### src/rtl/cdb_arbiter.sv
// -----------------------------------------------------------------------------
// cdb_arbiter
//
// Drives the common data bus (CDB) listened to by the reservation stations,
// the ROB and the PRF. Each functional unit (0=arith, 1=br, 2=lsq, 3=mult)
// deposits completed results into its own small FIFO; one FIFO head per cycle
// is picked round-robin and broadcast from a registered CDB stage.
//
// Ports
//   clk, rst    clock; synchronous active-high reset
//   flush       mispredict flush; drops buffered and outgoing results
//   src_valid   per-source result present
//   src_ready   per-source FIFO has room (from registered count only)
//   src_pd/rd/data/rob   per-source payload, packed slice i per source
//   src_sent    one-hot pulse: head of source i granted this cycle
//   cdb_valid   registered broadcast valid (one cycle per grant)
//   cdb_pd/rd/data/rob   registered broadcast payload (holds when idle)
// -----------------------------------------------------------------------------
module cdb_arbiter #(
  parameter int NUM_SRC    = 4,
  parameter int FIFO_DEPTH = 2,
  parameter int PREG_W     = 6,
  parameter int AREG_W     = 5,
  parameter int ROB_W      = 5,
  parameter int DATA_W     = 32
) (
  input  logic                        clk,
  input  logic                        rst,
  input  logic                        flush,
  input  logic [NUM_SRC-1:0]          src_valid,
  output logic [NUM_SRC-1:0]          src_ready,
  input  logic [NUM_SRC*PREG_W-1:0]   src_pd,
  input  logic [NUM_SRC*AREG_W-1:0]   src_rd,
  input  logic [NUM_SRC*DATA_W-1:0]   src_data,
  input  logic [NUM_SRC*ROB_W-1:0]    src_rob,
  output logic [NUM_SRC-1:0]          src_sent,
  output logic                        cdb_valid,
  output logic [PREG_W-1:0]           cdb_pd,
  output logic [AREG_W-1:0]           cdb_rd,
  output logic [DATA_W-1:0]           cdb_data,
  output logic [ROB_W-1:0]            cdb_rob
);

  localparam int SW = (NUM_SRC > 1) ? $clog2(NUM_SRC) : 1;
  localparam int PW = $clog2(FIFO_DEPTH);
  localparam int CW = $clog2(FIFO_DEPTH + 1);

  typedef struct packed {
    logic [PREG_W-1:0] pd;
    logic [AREG_W-1:0] rd;
    logic [DATA_W-1:0] data;
    logic [ROB_W-1:0]  rob;
  } entry_t;

  entry_t        mem_q    [NUM_SRC][FIFO_DEPTH];
  entry_t        mem_d    [NUM_SRC][FIFO_DEPTH];
  logic [PW-1:0] wr_ptr_q [NUM_SRC];
  logic [PW-1:0] wr_ptr_d [NUM_SRC];
  logic [PW-1:0] rd_ptr_q [NUM_SRC];
  logic [PW-1:0] rd_ptr_d [NUM_SRC];
  logic [CW-1:0] count_q  [NUM_SRC];
  logic [CW-1:0] count_d  [NUM_SRC];
  logic [SW-1:0] rr_ptr_q, rr_ptr_d;
  entry_t        cdb_q, cdb_d;
  logic          cdb_valid_q, cdb_valid_d;

  logic               grant_valid;
  logic [SW-1:0]      grant_idx;
  logic [SW-1:0]      scan_idx;
  logic [NUM_SRC-1:0] push;
  logic [NUM_SRC-1:0] pop;

  // Ready looks only at the registered count, so a pop in the same cycle
  // never opens a slot early; this keeps ready free of the arbiter path.
  always_comb begin
    src_ready = '0;
    for (int i = 0; i < NUM_SRC; i++) begin
      src_ready[i] = (count_q[i] != CW'(FIFO_DEPTH));
    end
  end

  // Round-robin pick: scan upward from rr_ptr, wrapping, and take the first
  // non-empty FIFO. Only registered counts are used, so a result pushed this
  // cycle cannot be granted until the next one.
  always_comb begin
    grant_valid = 1'b0;
    grant_idx   = '0;
    scan_idx    = '0;
    for (int k = 0; k < NUM_SRC; k++) begin
      scan_idx = SW'((int'(rr_ptr_q) + k) % NUM_SRC);
      if (!grant_valid && (count_q[scan_idx] != '0)) begin
        grant_valid = 1'b1;
        grant_idx   = scan_idx;
      end
    end
  end

  // Flush suppresses both the accept and the grant of this cycle, which also
  // forces the sent pulses low so no source advances on a dropped result.
  always_comb begin
    push = '0;
    pop  = '0;
    for (int i = 0; i < NUM_SRC; i++) begin
      push[i] = src_valid[i] && src_ready[i] && !flush;
      pop[i]  = grant_valid && (grant_idx == SW'(i)) && !flush;
    end
  end

  assign src_sent = pop;

  // Next-state for the FIFOs, the round-robin pointer and the CDB stage.
  // Flush empties every FIFO but deliberately leaves rr_ptr where it was.
  always_comb begin
    mem_d       = mem_q;
    wr_ptr_d    = wr_ptr_q;
    rd_ptr_d    = rd_ptr_q;
    count_d     = count_q;
    rr_ptr_d    = rr_ptr_q;
    cdb_d       = cdb_q;
    cdb_valid_d = 1'b0;

    if (flush) begin
      for (int i = 0; i < NUM_SRC; i++) begin
        wr_ptr_d[i] = '0;
        rd_ptr_d[i] = '0;
        count_d[i]  = '0;
      end
    end else begin
      for (int i = 0; i < NUM_SRC; i++) begin
        if (push[i]) begin
          mem_d[i][wr_ptr_q[i]].pd   = src_pd[i*PREG_W +: PREG_W];
          mem_d[i][wr_ptr_q[i]].rd   = src_rd[i*AREG_W +: AREG_W];
          mem_d[i][wr_ptr_q[i]].data = src_data[i*DATA_W +: DATA_W];
          mem_d[i][wr_ptr_q[i]].rob  = src_rob[i*ROB_W +: ROB_W];
          wr_ptr_d[i] = wr_ptr_q[i] + PW'(1);
        end
        if (pop[i]) begin
          rd_ptr_d[i] = rd_ptr_q[i] + PW'(1);
        end
        if (push[i] && !pop[i]) begin
          count_d[i] = count_q[i] + CW'(1);
        end else if (pop[i] && !push[i]) begin
          count_d[i] = count_q[i] - CW'(1);
        end
      end
      if (grant_valid) begin
        cdb_d       = mem_q[grant_idx][rd_ptr_q[grant_idx]];
        cdb_valid_d = 1'b1;
        rr_ptr_d    = SW'((int'(grant_idx) + 1) % NUM_SRC);
      end
    end
  end

  // Control state and the CDB stage; reset clears everything including the
  // payload and the round-robin pointer.
  always_ff @(posedge clk) begin
    if (rst) begin
      for (int i = 0; i < NUM_SRC; i++) begin
        wr_ptr_q[i] <= '0;
        rd_ptr_q[i] <= '0;
        count_q[i]  <= '0;
      end
      rr_ptr_q    <= '0;
      cdb_q       <= '0;
      cdb_valid_q <= 1'b0;
    end else begin
      wr_ptr_q    <= wr_ptr_d;
      rd_ptr_q    <= rd_ptr_d;
      count_q     <= count_d;
      rr_ptr_q    <= rr_ptr_d;
      cdb_q       <= cdb_d;
      cdb_valid_q <= cdb_valid_d;
    end
  end

  // FIFO storage needs no reset: an entry is only read once its count says
  // it was written.
  always_ff @(posedge clk) begin
    mem_q <= mem_d;
  end

  assign cdb_valid = cdb_valid_q;
  assign cdb_pd    = cdb_q.pd;
  assign cdb_rd    = cdb_q.rd;
  assign cdb_data  = cdb_q.data;
  assign cdb_rob   = cdb_q.rob;

endmodule

### config.mk
export PLATFORM = sky130hd
export DESIGN_NAME = cdb_arbiter
export DESIGN_NICKNAME = d
export VERILOG_FILES = /design/src/rtl/cdb_arbiter.sv
export SDC_FILE = /design/constraint.sdc
export NUM_CORES = 1
export LEC_CHECK = 0
export ABC_CLOCK_PERIOD_IN_PS = 8600
export CAP_MARGIN = 20
export CELL_PAD_IN_SITES_DETAIL_PLACEMENT = 1
export CELL_PAD_IN_SITES_GLOBAL_PLACEMENT = 2
export CORE_MARGIN = 2
export CORE_UTILIZATION = 43
export DETAILED_ROUTE_END_ITERATION = 16
export PLACE_DENSITY = 0.94
export SYNTH_ARGS = -nofsm -noshare
export SYNTH_HDL_FRONTEND = slang
export SYNTH_SLANG_ARGS = --single-unit
### constraint.sdc
create_clock -name clk -period 8.6 [get_ports clk]
set_input_delay 1.29 -clock clk [delete_from_list [all_inputs] [get_ports clk]]
set_output_delay 1.29 -clock clk [all_outputs]
set_load 0.01 [all_outputs]
==> results of run 1 <==
layout by cell type, fill, tap and decap left out, types with 9 or more instances in the layout:
cell and count:
mux2_2 86, mux2_1 10, xor2_1 12, a221oi_2 19, o21bai_1 48, diode_2 9, dfxtp_1 63, clkbuf_16 49
nor2b_1 22, a221oi_1 29, mux2i_1 193, clkinv_2 9, buf_4 10, clkdlybuf4s50_1 254, clkbuf_1 10, edfxtp_1 384
and2_1 20, nor2_1 17
power breakdown:
group / switching, mW / internal, mW
Combinational: 0.306 / 0.321
Sequential: 0.0761 / 2.48
Clock: 0.831 / 1.11
Total: 1.21 / 3.91
worst reg2reg max path: cells and delay by family, from the launching register on:
family | cells | cell delay [ns]
simple gates | 2 | 0.86
buf+inv | 2 | 1.02
compound gates | 2 | 1.07
flops | 1 | 0.46
metal layers:
metal  up-vias  global-route usage [%]
met5         -                       0
met4         0                    7.91
met3        66                    2.94
met2       263                    38.1
met1      5203                    28.1
li1       4539                       -
final timing paths:
path	to	startpoint	cells past startpoint	slack, ns
setup / recovery	src_sent[2]	flush	6	3.21
hold / removal	count_q[5]	count_q[5]	2	0.54
setup reg to reg	cdb_rd[1]	count_q[0]	6	5.04
hold reg to reg	count_q[5]	count_q[5]	2	0.54
area by class of cell:
class	instances	area, sq um
Sequential cell	451	12900
Clock inverter	20	101
Inverter	7	26.3
Fill cell	3813	18500
Multi-Input combinational cell	516	4840
Clock buffer	67	1370
Tap cell	532	666
Timing Repair Buffer	266	2640
Antenna cell	9	22.5
metrics by stage:
step / cells / total power [mW]
after floorplan: 1036 / 2.91
after global placement: 1771 / 3.20
after detailed placement: 1772 / 3.23
after CTS: 1859 / 5.17
after global routing: 1867 / 5.29
final: 1868 / 5.13
registers in the layout, summed over array words and instances, names as in the netlist:
signal and cells:
rd_ptr_q 4, mem_q 384, cdb_valid 1, rr_ptr_q 2, cdb_data 32, cdb_rd 5, wr_ptr_q 4, count_q 8
cdb_rob 5, cdb_pd 6
logic make-up (layout without fill, tap and decap cells):
kind of cell,count (synthesis),in the layout,share of synthesized area [%]
AOI/OAI and AO/OA,111,111,5.49
adders and majority gates,8,8,0.556
buffers and inverters,69,360,1.90
xor gates and xnor gates,16,16,0.779
other,0,9,0
muxes,289,289,16.7
and+or+nand+nor,92,92,3.00
DFF,451,451,71.5
==> results by group, run 1 <==
Drt
  • First-pass iteration count of the detailed router: 4
  • Wire length on met2: about 24,000 microns
  • Wl on met1: 20,100 microns
  • Met3 WL: 1950 microns
  • Via count: 10,100
  • WL/cell: 25.5 microns
  • Post-Route WL: 47,600 microns
  • Max layer used: met4
  • Residual DRC: 0
  • DRT iter0 DRCs: ~560
  • Antenna viol nets, final: 0
  • Via/cell ratio: between 5 and 6

Power and ir drop
  • Pwr Density: 227 nW/um^2
  • Leakage: 7.38 nW
  • Max VDD drop: around 120 uV

Global routing
  • Antenna violations before repair: 7
  • Largest net degree at the start of global routing: 53
  • Total GRT Usage: 21.9%
  • Vias in the first global route: ~11,000
  • First-pass GRT wire length: 70,700 microns
  • Gr ovfl total: 0

Synth
  • Post-Syn Nets: ~1,200
  • Most frequent cell after synthesis: edfxtp_1
  • Seq/Total Area, Yosys: 71.5%
  • Synth cell types: 37
  • Main synth FF type: edfxtp_1
  • Area leader, netlist: edfxtp_1
  • Top cells by count, synth: edfxtp_1 (384), mux2i_1 (193), mux2_2 (86), dfxtp_1 (67), o21bai_1 (48)
  • Cells after Synth: slightly above 1,000
  • Post-Syn Area: 18,000 sq um
  • Post-synth top area share: around 64%
  • #FFs+latches synth: 451
  • Syn avg cell area: between 15 and 20 sq um
  • Top cells by area, synth: edfxtp_1 (64%), mux2i_1 (11%), dfxtp_1 (7.5%)
  • Asr flop ratio synth: 0%
  • Synth warnings: 0
  • EDFF count, synth: 384

Critical path
  • CP required: 7.31 ns
  • Critical-path cell list: clkdlybuf4s50_1, a31oi_4, buf_4, nand2_1, inv_1, clkdlybuf4s50_1
  • Setup Crit Path Kind: in2out
  • Critical path endpoint category: primary output
  • Slowest CP cell: a31oi_4
  • Family with the most delay on the worst path: buffers and inverters
  • Buf/Inv on CP: 4
  • Crit-path max cell delay: roughly 0.86 ns
  • Worst-path fanout max: 31
  • Startpoint types: input pin
  • Cell mode on critical path: clkdlybuf4s50_1
  • Worst EP arrival: 4.10 ns

Placed design
  • RePlAce Congestion: 0.769
  • Port bufs: 255
  • HPWL after DPL: 29,000 microns
  • Placed Instance Area: 21,100 sq um
  • Pre-CTS setup slack: 3.16 ns

STA
  • Final Hold Vio Count: 0
  • FMAX: 0.185 GHz
  • Final worst setup slack: 3.21 ns
  • Max-slew violations: 0
  • Crit share post-route: 62.7%
  • Clock period minus worst slack: 5.39 ns
  • Hold slack: 0.539 ns
  • Worst Max-Slew Pin Slew: 1.14 ns
  • Max_slew headroom: 23.7%
  • Unrepaired setup endpoints after global routing: no
  • Setup TNS: 0 ns
  • Setup Viol. Count Final: 0
  • Clock Skew: 0.00586 ns

Final layout
  • Layout Area Growth over Synthesis: 25.4%
  • Post-route design area: 22,600 sq um
  • Nets: 1,496
  • Fraction of layout cells with a size suffix above 1: 15.6%
  • Core Util, Final: roughly 55%

Clocking
  • H-tree depth: 2
  • CTS tree: yes
  • Clock Path Buffers: 3
  • Clk slew on worst S/H paths: 0.06 ns
  • Post-CTS Hold Fix Bufs: 0
  • CTS buffer count: 47
  • Cts repair resizes: 0
  • Root Buffer: clkbuf_16
  • Clock latency on the worst-skew pair: 0.57 ns
  • CTS sink cnt: 451
  • Post CTS Setup Buffer Count: 0

Die
  • DIE HEIGHT: 209 microns
  • Core area: 41,100 sq um
  • Die area: 43,500 sq um
  • Initial Util: 43.8%
  • Die width: 209 microns
  • Site row count: 74
  • IO Count: 256

Hold path
  • Tightest Hold Check Type: reg2reg

Job
  • Max_cap viols: 0

Status
  • Outcome: completed
No activity file was read; power rests on OpenSTA's default activity.
==> run 2, diff against run 1 <==
==> config.mk (replaced) <==
export PLATFORM = sky130hd
export DESIGN_NAME = cdb_arbiter
export DESIGN_NICKNAME = d
export VERILOG_FILES = /design/src/rtl/cdb_arbiter.sv
export SDC_FILE = /design/constraint.sdc
export NUM_CORES = 1
export LEC_CHECK = 0
export ABC_CLOCK_PERIOD_IN_PS = 4940
export CAP_MARGIN = 20
export CELL_PAD_IN_SITES_DETAIL_PLACEMENT = 1
export CELL_PAD_IN_SITES_GLOBAL_PLACEMENT = 2
export CORE_MARGIN = 2
export CORE_UTILIZATION = 36
export DETAILED_ROUTE_END_ITERATION = 16
export PLACE_DENSITY = 0.85
export SYNTH_ARGS = -nofsm -noshare
export SYNTH_HDL_FRONTEND = slang
export SYNTH_SLANG_ARGS = --single-unit
==> constraint.sdc (replaced) <==
create_clock -name clk -period 4.94 [get_ports clk]
set_input_delay 0.741 -clock clk [delete_from_list [all_inputs] [get_ports clk]]
set_output_delay 0.741 -clock clk [all_outputs]
set_load 0.01 [all_outputs]
==> results by group, run 2 (same netlist as run 1, synthesis figures left out) <==
Drt
  • Post-Route WL: 46,300 microns (-2.8%)
  • Via count: 9,862 (-2.1%)
  • Residual DRC: 0 (unchanged)
  • Antenna viol nets, final: 0 (unchanged)
  • WL/cell: 23.1 microns (-9.3%)
  • Via/cell ratio: 4.92 (-8.7%)
  • DRT iter0 DRCs: 486 (-13%)
  • First-pass iteration count of the detailed router: 7 (+3)

Die
  • Die area: 51,800 sq um (+19%)
  • Site row count: 81 (+9.5%)
  • Initial Util: 36.6% (-7.2 points)
  • Core area: 49,200 sq um (+20%)
  • DIE HEIGHT: 228 microns (+9.1%)
  • Die width: 228 microns (+9.1%)
  • IO Count: 256 (unchanged)

Global routing
  • Gr ovfl total: 0 (unchanged)
  • Largest net degree at the start of global routing: 59 (+11%)
  • Antenna violations before repair: 10 (+3)
  • First-pass GRT wire length: 68,100 microns (-3.7%)
  • Total GRT Usage: 17.9% (-4.0 points)
  • Vias in the first global route: 11,000 (-1.8%)

Final layout
  • Largest register FFs: 384 (unchanged)
  • Layout fillers: 4,771 (+25%)
  • Largest reg by FF count: mem_q
  • Most common cell after layout, fill and taps aside: edfxtp_1
  • Fraction of layout cells with a size suffix above 1: 15.5% (-0.11 points)
  • Layout Area Growth over Synthesis: 26.9%
  • Fin cells: 2,003 (+7.2%)
  • Most frequent cells in the layout: edfxtp_1 (384), clkdlybuf4s50_1 (254), mux2i_1 (193), mux2_2 (86), dfxtp_1 (63)
  • Nets: 1,498 (+0.13%)

Power and ir drop
  • Max VDD drop: 215 uV (+73%)
  • Pwr Total: 9.02 mW (+76%)
  • Pwr Density: 395 nW/um^2 (+74%)
  • Leakage: 7.42 nW (+0.46%)

Critical path
  • CP required: 4.20 ns (-3.11 ns)
  • Setup Crit Path Kind: reg2out
  • Worst EP arrival: 2.59 ns (-1.51 ns)
  • Critical Path Start: count_q[0]
  • Worst-path fanout max: 6 (-81%)
  • R2R cell count: 6 (unchanged)
  • Worst r2r src: count_q[0]
  • Startpoint types: flip-flop
  • Critical path endpoint category: primary output

Clocking
  • CTS tree: yes
  • Clock latency on the worst-skew pair: 0.57 ns (about the same)
  • Clk slew on worst S/H paths: 0.06 ns (about the same)
  • H-tree depth: 2 (unchanged)
  • Cts repair resizes: 0 (unchanged)
  • Post CTS Setup Buffer Count: 0 (unchanged)
  • CTS buffer count: 48 (+2.1%)
  • Root Buffer: clkbuf_16
  • Post-CTS Hold Fix Bufs: 0 (unchanged)
  • CTS sink cnt: 451 (unchanged)
  • Clock Path Buffers: 3 (unchanged)

Status
  • Outcome: completed

STA
  • Hold slack: 0.541 ns (+0.00142 ns)
  • Crit share post-route: 67.3%
  • FMAX: 0.301 GHz
  • Clock Skew: 0.0203 ns (+0.0145 ns)
  • Setup Viol. Count Final: 0 (unchanged)
  • Setup TNS: 0 ns (unchanged)
  • Worst Max-Slew Pin Slew: 1.12 ns (-0.0284 ns)
  • Final Hold Vio Count: 0 (unchanged)
  • Clock period minus worst slack: 3.33 ns
  • Max_slew headroom: 25.6% (+1.9 points)
  • Unrepaired setup endpoints after global routing: no
  • Max-slew violations: 0 (unchanged)

Placed design
  • HPWL after DPL: 29,700 microns (+2.7%)
  • Port bufs: 255 (unchanged)
  • RePlAce Congestion: 0.746 (-3.0%)
  • Post-Place Cells: 1,905 (+7.5%)

Hold path
  • Hold Crit Depth: 2 (unchanged)
  • Hold Startpoint: cdb_data[9]
  • Tightest Hold Check Type: reg2reg

Job
  • Max_cap viols: 0 (unchanged)
## run 2: cell count changes in the layout (fill, tap and decap cells not counted), sizes merged
cell and delta:
buf +1, clkinvlp -1, bufinv +3, inv +1, clkbuf -2, clkinv +1
## run 2: critical path, cell delays in order (launching register included)
cell and delay, ns:
dfxtp_1 0.38, nor4_2 0.57, a21oi_4 0.09, inv_1 0.11, ha_1 0.14, nand2_1 0.10
inv_1 0.08, clkdlybuf4s50_1 0.54
## run 2: report_power, final
group / internal, mW / total [mW] / switching (mW)
registers: 4.32 / 4.43 / 0.111
clock network: 2.02 / 3.48 / 1.46
logic: 0.562 / 1.10 / 0.543
total: 6.91 / 9.02 / 2.11
## run 2: layout make-up
class                           count  area, sq um  share of cell area [%]
Inverter                            7         26.3                   0.115
Timing Repair Buffer              267         2690                    11.8
Tap cell                          664          831                    3.64
Clock buffer                       65         1320                    5.76
Clock inverter                     24          210                   0.921
Multi-Input combinational cell    516         4850                    21.2
Sequential cell                   451        12900                    56.5
Antenna cell                        9         22.5                  0.0987
## run 2: routing by layer
layer / global-route usage [%] / part of all wire, % / vias to the layer above
met2: 31.2 / 51 / 246
met3: 3.42 / 4.7 / 77
met4: 6.47 / 2.8 / 6
met1: 22.0 / 42 / 4982
met5: 0 / 0.067 / -
li1: - / - / 4551
## run 2: final timing paths
check / to / slack, ns
setup / recovery: src_sent[0] / 1.61
hold / removal: cdb_data[9] / 0.54
setup reg to reg: cdb_pd[5] / 2.15
hold reg to reg: cdb_data[9] / 0.54
## run 2: stage by stage
stage                     utilization (%)  area [sq um]  setup slack (ns)
final                                46.4         22800              1.61
after detailed placement             43.3         21300              1.46
after floorplan                         -         18000              1.31
after CTS                            46.4         22800              1.56
after global placement               43.3         21300              1.56
after global routing                 46.4         22800              1.43
==> run 3, diff against run 2 <==
--- a/config.mk
+++ b/config.mk
@@ -5,7 +5,7 @@
 export SDC_FILE = /design/constraint.sdc
 export NUM_CORES = 1
 export LEC_CHECK = 0
-export ABC_CLOCK_PERIOD_IN_PS = 4940
+export ABC_CLOCK_PERIOD_IN_PS = 3000
 export CAP_MARGIN = 20
 export CELL_PAD_IN_SITES_DETAIL_PLACEMENT = 1
 export CELL_PAD_IN_SITES_GLOBAL_PLACEMENT = 2
==> constraint.sdc (replaced) <==
create_clock -name clk -period 3 [get_ports clk]
set_input_delay 0.45 -clock clk [delete_from_list [all_inputs] [get_ports clk]]
set_output_delay 0.45 -clock clk [all_outputs]
set_load 0.01 [all_outputs]
==> results by group, run 3 (same netlist as run 1, synthesis figures left out) <==
Status
  • Outcome: completed

Critical path
  • Critical Path Start: rr_ptr_q[1]
  • Setup Crit Path Kind: reg2out
  • Critical path endpoint category: primary output
  • Startpoint types: flip-flop
  • Critical-path cell list: nor3_1, a211oi_1, nor3_2, inv_1, ha_1, nand2_2, inv_1, clkdlybuf4s50_1
  • Buf/Inv on CP: 3 (unchanged)
  • Worst r2r src: count_q[4]
  • Family with the most delay on the worst path: buffers and inverters
  • CP required: 2.55 ns (-1.65 ns)
  • Worst EP arrival: 2.54 ns (-0.05 ns)
  • R2R cell count: 6 (unchanged)
  • Crit-path max cell delay: 0.47 ns (-0.10 ns)
  • Worst-path fanout max: 7 (+1)
  • Cell mode on critical path: inv_1
  • Cell count along the critical path: 8 (+1)
  • Slowest CP cell: clkdlybuf4s50_1

Drt
  • Residual DRC: 0 (unchanged)
  • DRT iter0 DRCs: 638 (+31%)
  • Post-Route WL: 49,000 microns (+5.9%)
  • Via count: 10,200 (+3.6%)
  • Antenna viol nets, final: 0 (unchanged)
  • First-pass iteration count of the detailed router: 5 (-2)
  • WL/cell: 24.3 microns (+4.9%)
  • Via/cell ratio: 5.05 (+2.7%)

Final layout
  • Largest register FFs: 384 (unchanged)
  • Post-route design area: 23,300 sq um (+2.0%)
  • Nets: 1,517 (+1.3%)
  • Core Util, Final: 47.4% (+0.93 points)
  • Fraction of layout cells with a size suffix above 1: 18.5% (+3.1 points)
  • Layout fillers: 4,729 (-0.88%)
  • Most common cell after layout, fill and taps aside: edfxtp_1
  • Largest reg by FF count: mem_q
  • Layout Area Growth over Synthesis: 29.4%
  • Most frequent cells in the layout: edfxtp_1 (384), clkdlybuf4s50_1 (252), mux2i_1 (193), mux2_2 (86), dfxtp_1 (54)

Die
  • Die area: 51,800 sq um (unchanged)
  • Core area: 49,200 sq um (unchanged)
  • Site row count: 81 (unchanged)
  • Die width: 228 microns (unchanged)
  • Initial Util: 36.6% (unchanged)
  • DIE HEIGHT: 228 microns (unchanged)
  • IO Count: 256 (unchanged)

STA
  • Max_slew headroom: 38.5% (+13 points)
  • Max-slew violations: 0 (unchanged)
  • Unrepaired setup endpoints after global routing: yes
  • Crit share post-route: 99.7%
  • Setup Viol. Count Final: 0 (unchanged)
  • Clock Skew: 0.0137 ns (-0.00665 ns)
  • FMAX: roughly 0.33 GHz
  • Final Hold Vio Count: 0 (unchanged)
  • Worst Max-Slew Pin Slew: 0.922 ns (-0.194 ns)
  • Clock period minus worst slack: 2.99 ns

Global routing
  • First-pass GRT wire length: 71,600 microns (+5.2%)
  • Largest net degree at the start of global routing: 97 (+64%)
  • Antenna violations before repair: 11 (+1)
  • Total GRT Usage: 19.0% (+1.1 points)
  • Vias in the first global route: 11,300 (+2.2%)
  • Gr ovfl total: 0 (unchanged)

Hold path
  • Hold Crit Depth: 1 (-1)
  • Tightest Hold Check Type: in2reg
  • Hold Startpoint: src_data[28]

Power and ir drop
  • Leakage: 7.67 nW (+3.4%)
  • Pwr Density: 663 nW/um^2 (+68%)
  • Max VDD drop: 327 uV (+52%)

Clocking
  • Clock latency on the worst-skew pair: 0.58 ns (about the same)
  • Clk slew on worst S/H paths: 0.07 ns (about the same)
  • Clock Path Buffers: 3 (unchanged)
  • CTS sink cnt: 451 (unchanged)
  • Root Buffer: clkbuf_16
  • Post-CTS Hold Fix Bufs: 0 (unchanged)
  • CTS tree: yes
  • CTS buffer count: 46 (-4.2%)
  • H-tree depth: 2 (unchanged)

Placed design
  • HPWL after DPL: 32,300 microns (+8.7%)
  • Placed Instance Area: 21,500 sq um (+1.1%)
  • Port bufs: 255 (unchanged)
  • RePlAce Congestion: 0.769 (+3.1%)

Job
  • Max_cap viols: 0 (unchanged)
[run 3: cell types whose count changed in the layout (fill, tap and decap cells not counted), moves of 3 or more]
cell,previous run,this run
bufinv_16,3,8
nor2_1,17,14
buf_12,4,12
buf_4,8,21
dfxtp_2,0,9
clkinv_1,9,3
dfxtp_1,63,54
[run 3: what timing repair did]
item                       in CTS  in global routing
setup endpoints to repair       4                  4
resized for setup              18                  6
cloned                          0                  0
buffers inserted                1                  1
pin swaps                       1                  2
[run 3: cell type report]
cell class,instances,area [sq um],area share [%]
flip-flops and latches,451,12900,55.4
inverters,7,26.3,0.113
repair buffers,288,2950,12.7
diodes,9,22.5,0.0967
well taps,664,831,3.57
clock buffers,65,1350,5.78
clock inverters,21,312,1.34
multi-input cells,516,4900,21.0
[run 3: through the flow]
stage / TNS, ns / worst slack, ns / cells / power [mW] / hold WS [ns]
after global placement: 0 / 0.477 / 1924 / 9.24 / 0.492
after floorplan: 0 / 0.437 / 1036 / 8.33 / 0.480
after CTS: 0 / 0.00596 / 2011 / 15.6 / 0.406
after detailed placement: 0 / 0.437 / 1924 / 9.31 / 0.531
final: 0 / 0.00895 / 2021 / 15.4 / 0.455
after global routing: -0.209 / -0.114 / 2019 / 15.9 / 0.433
[run 3: routing by layer]
| metal | global-route usage, % | up-vias | routed length, microns |
|---|---|---|---|
| li1 | - | 4593 | - |
| met3 | 3.77 | 83 | 2300 |
| met5 | 0 | - | 57 |
| met1 | 23.9 | 5269 | 20700 |
| met4 | 6.26 | 8 | 1230 |
| met2 | 32.9 | 263 | 24800 |
[run 3: worst paths after layout]
path / to / slack [ns]
worst max-delay path: src_sent[2] / 0.009
worst min-delay path: mem_q[321] / 0.46
worst min register to register: cdb_pd[4] / 0.54
worst max register to register: cdb_data[4] / 0.62
[run 3: report_power, final]
part / leakage, nW / switching, mW / internal (mW) / total, mW
sequential: 4.09 / 0.209 / 7.11 / 7.32
clock: 0.812 / 2.41 / 3.82 / 6.23
combinational: 2.77 / 0.920 / 0.964 / 1.88
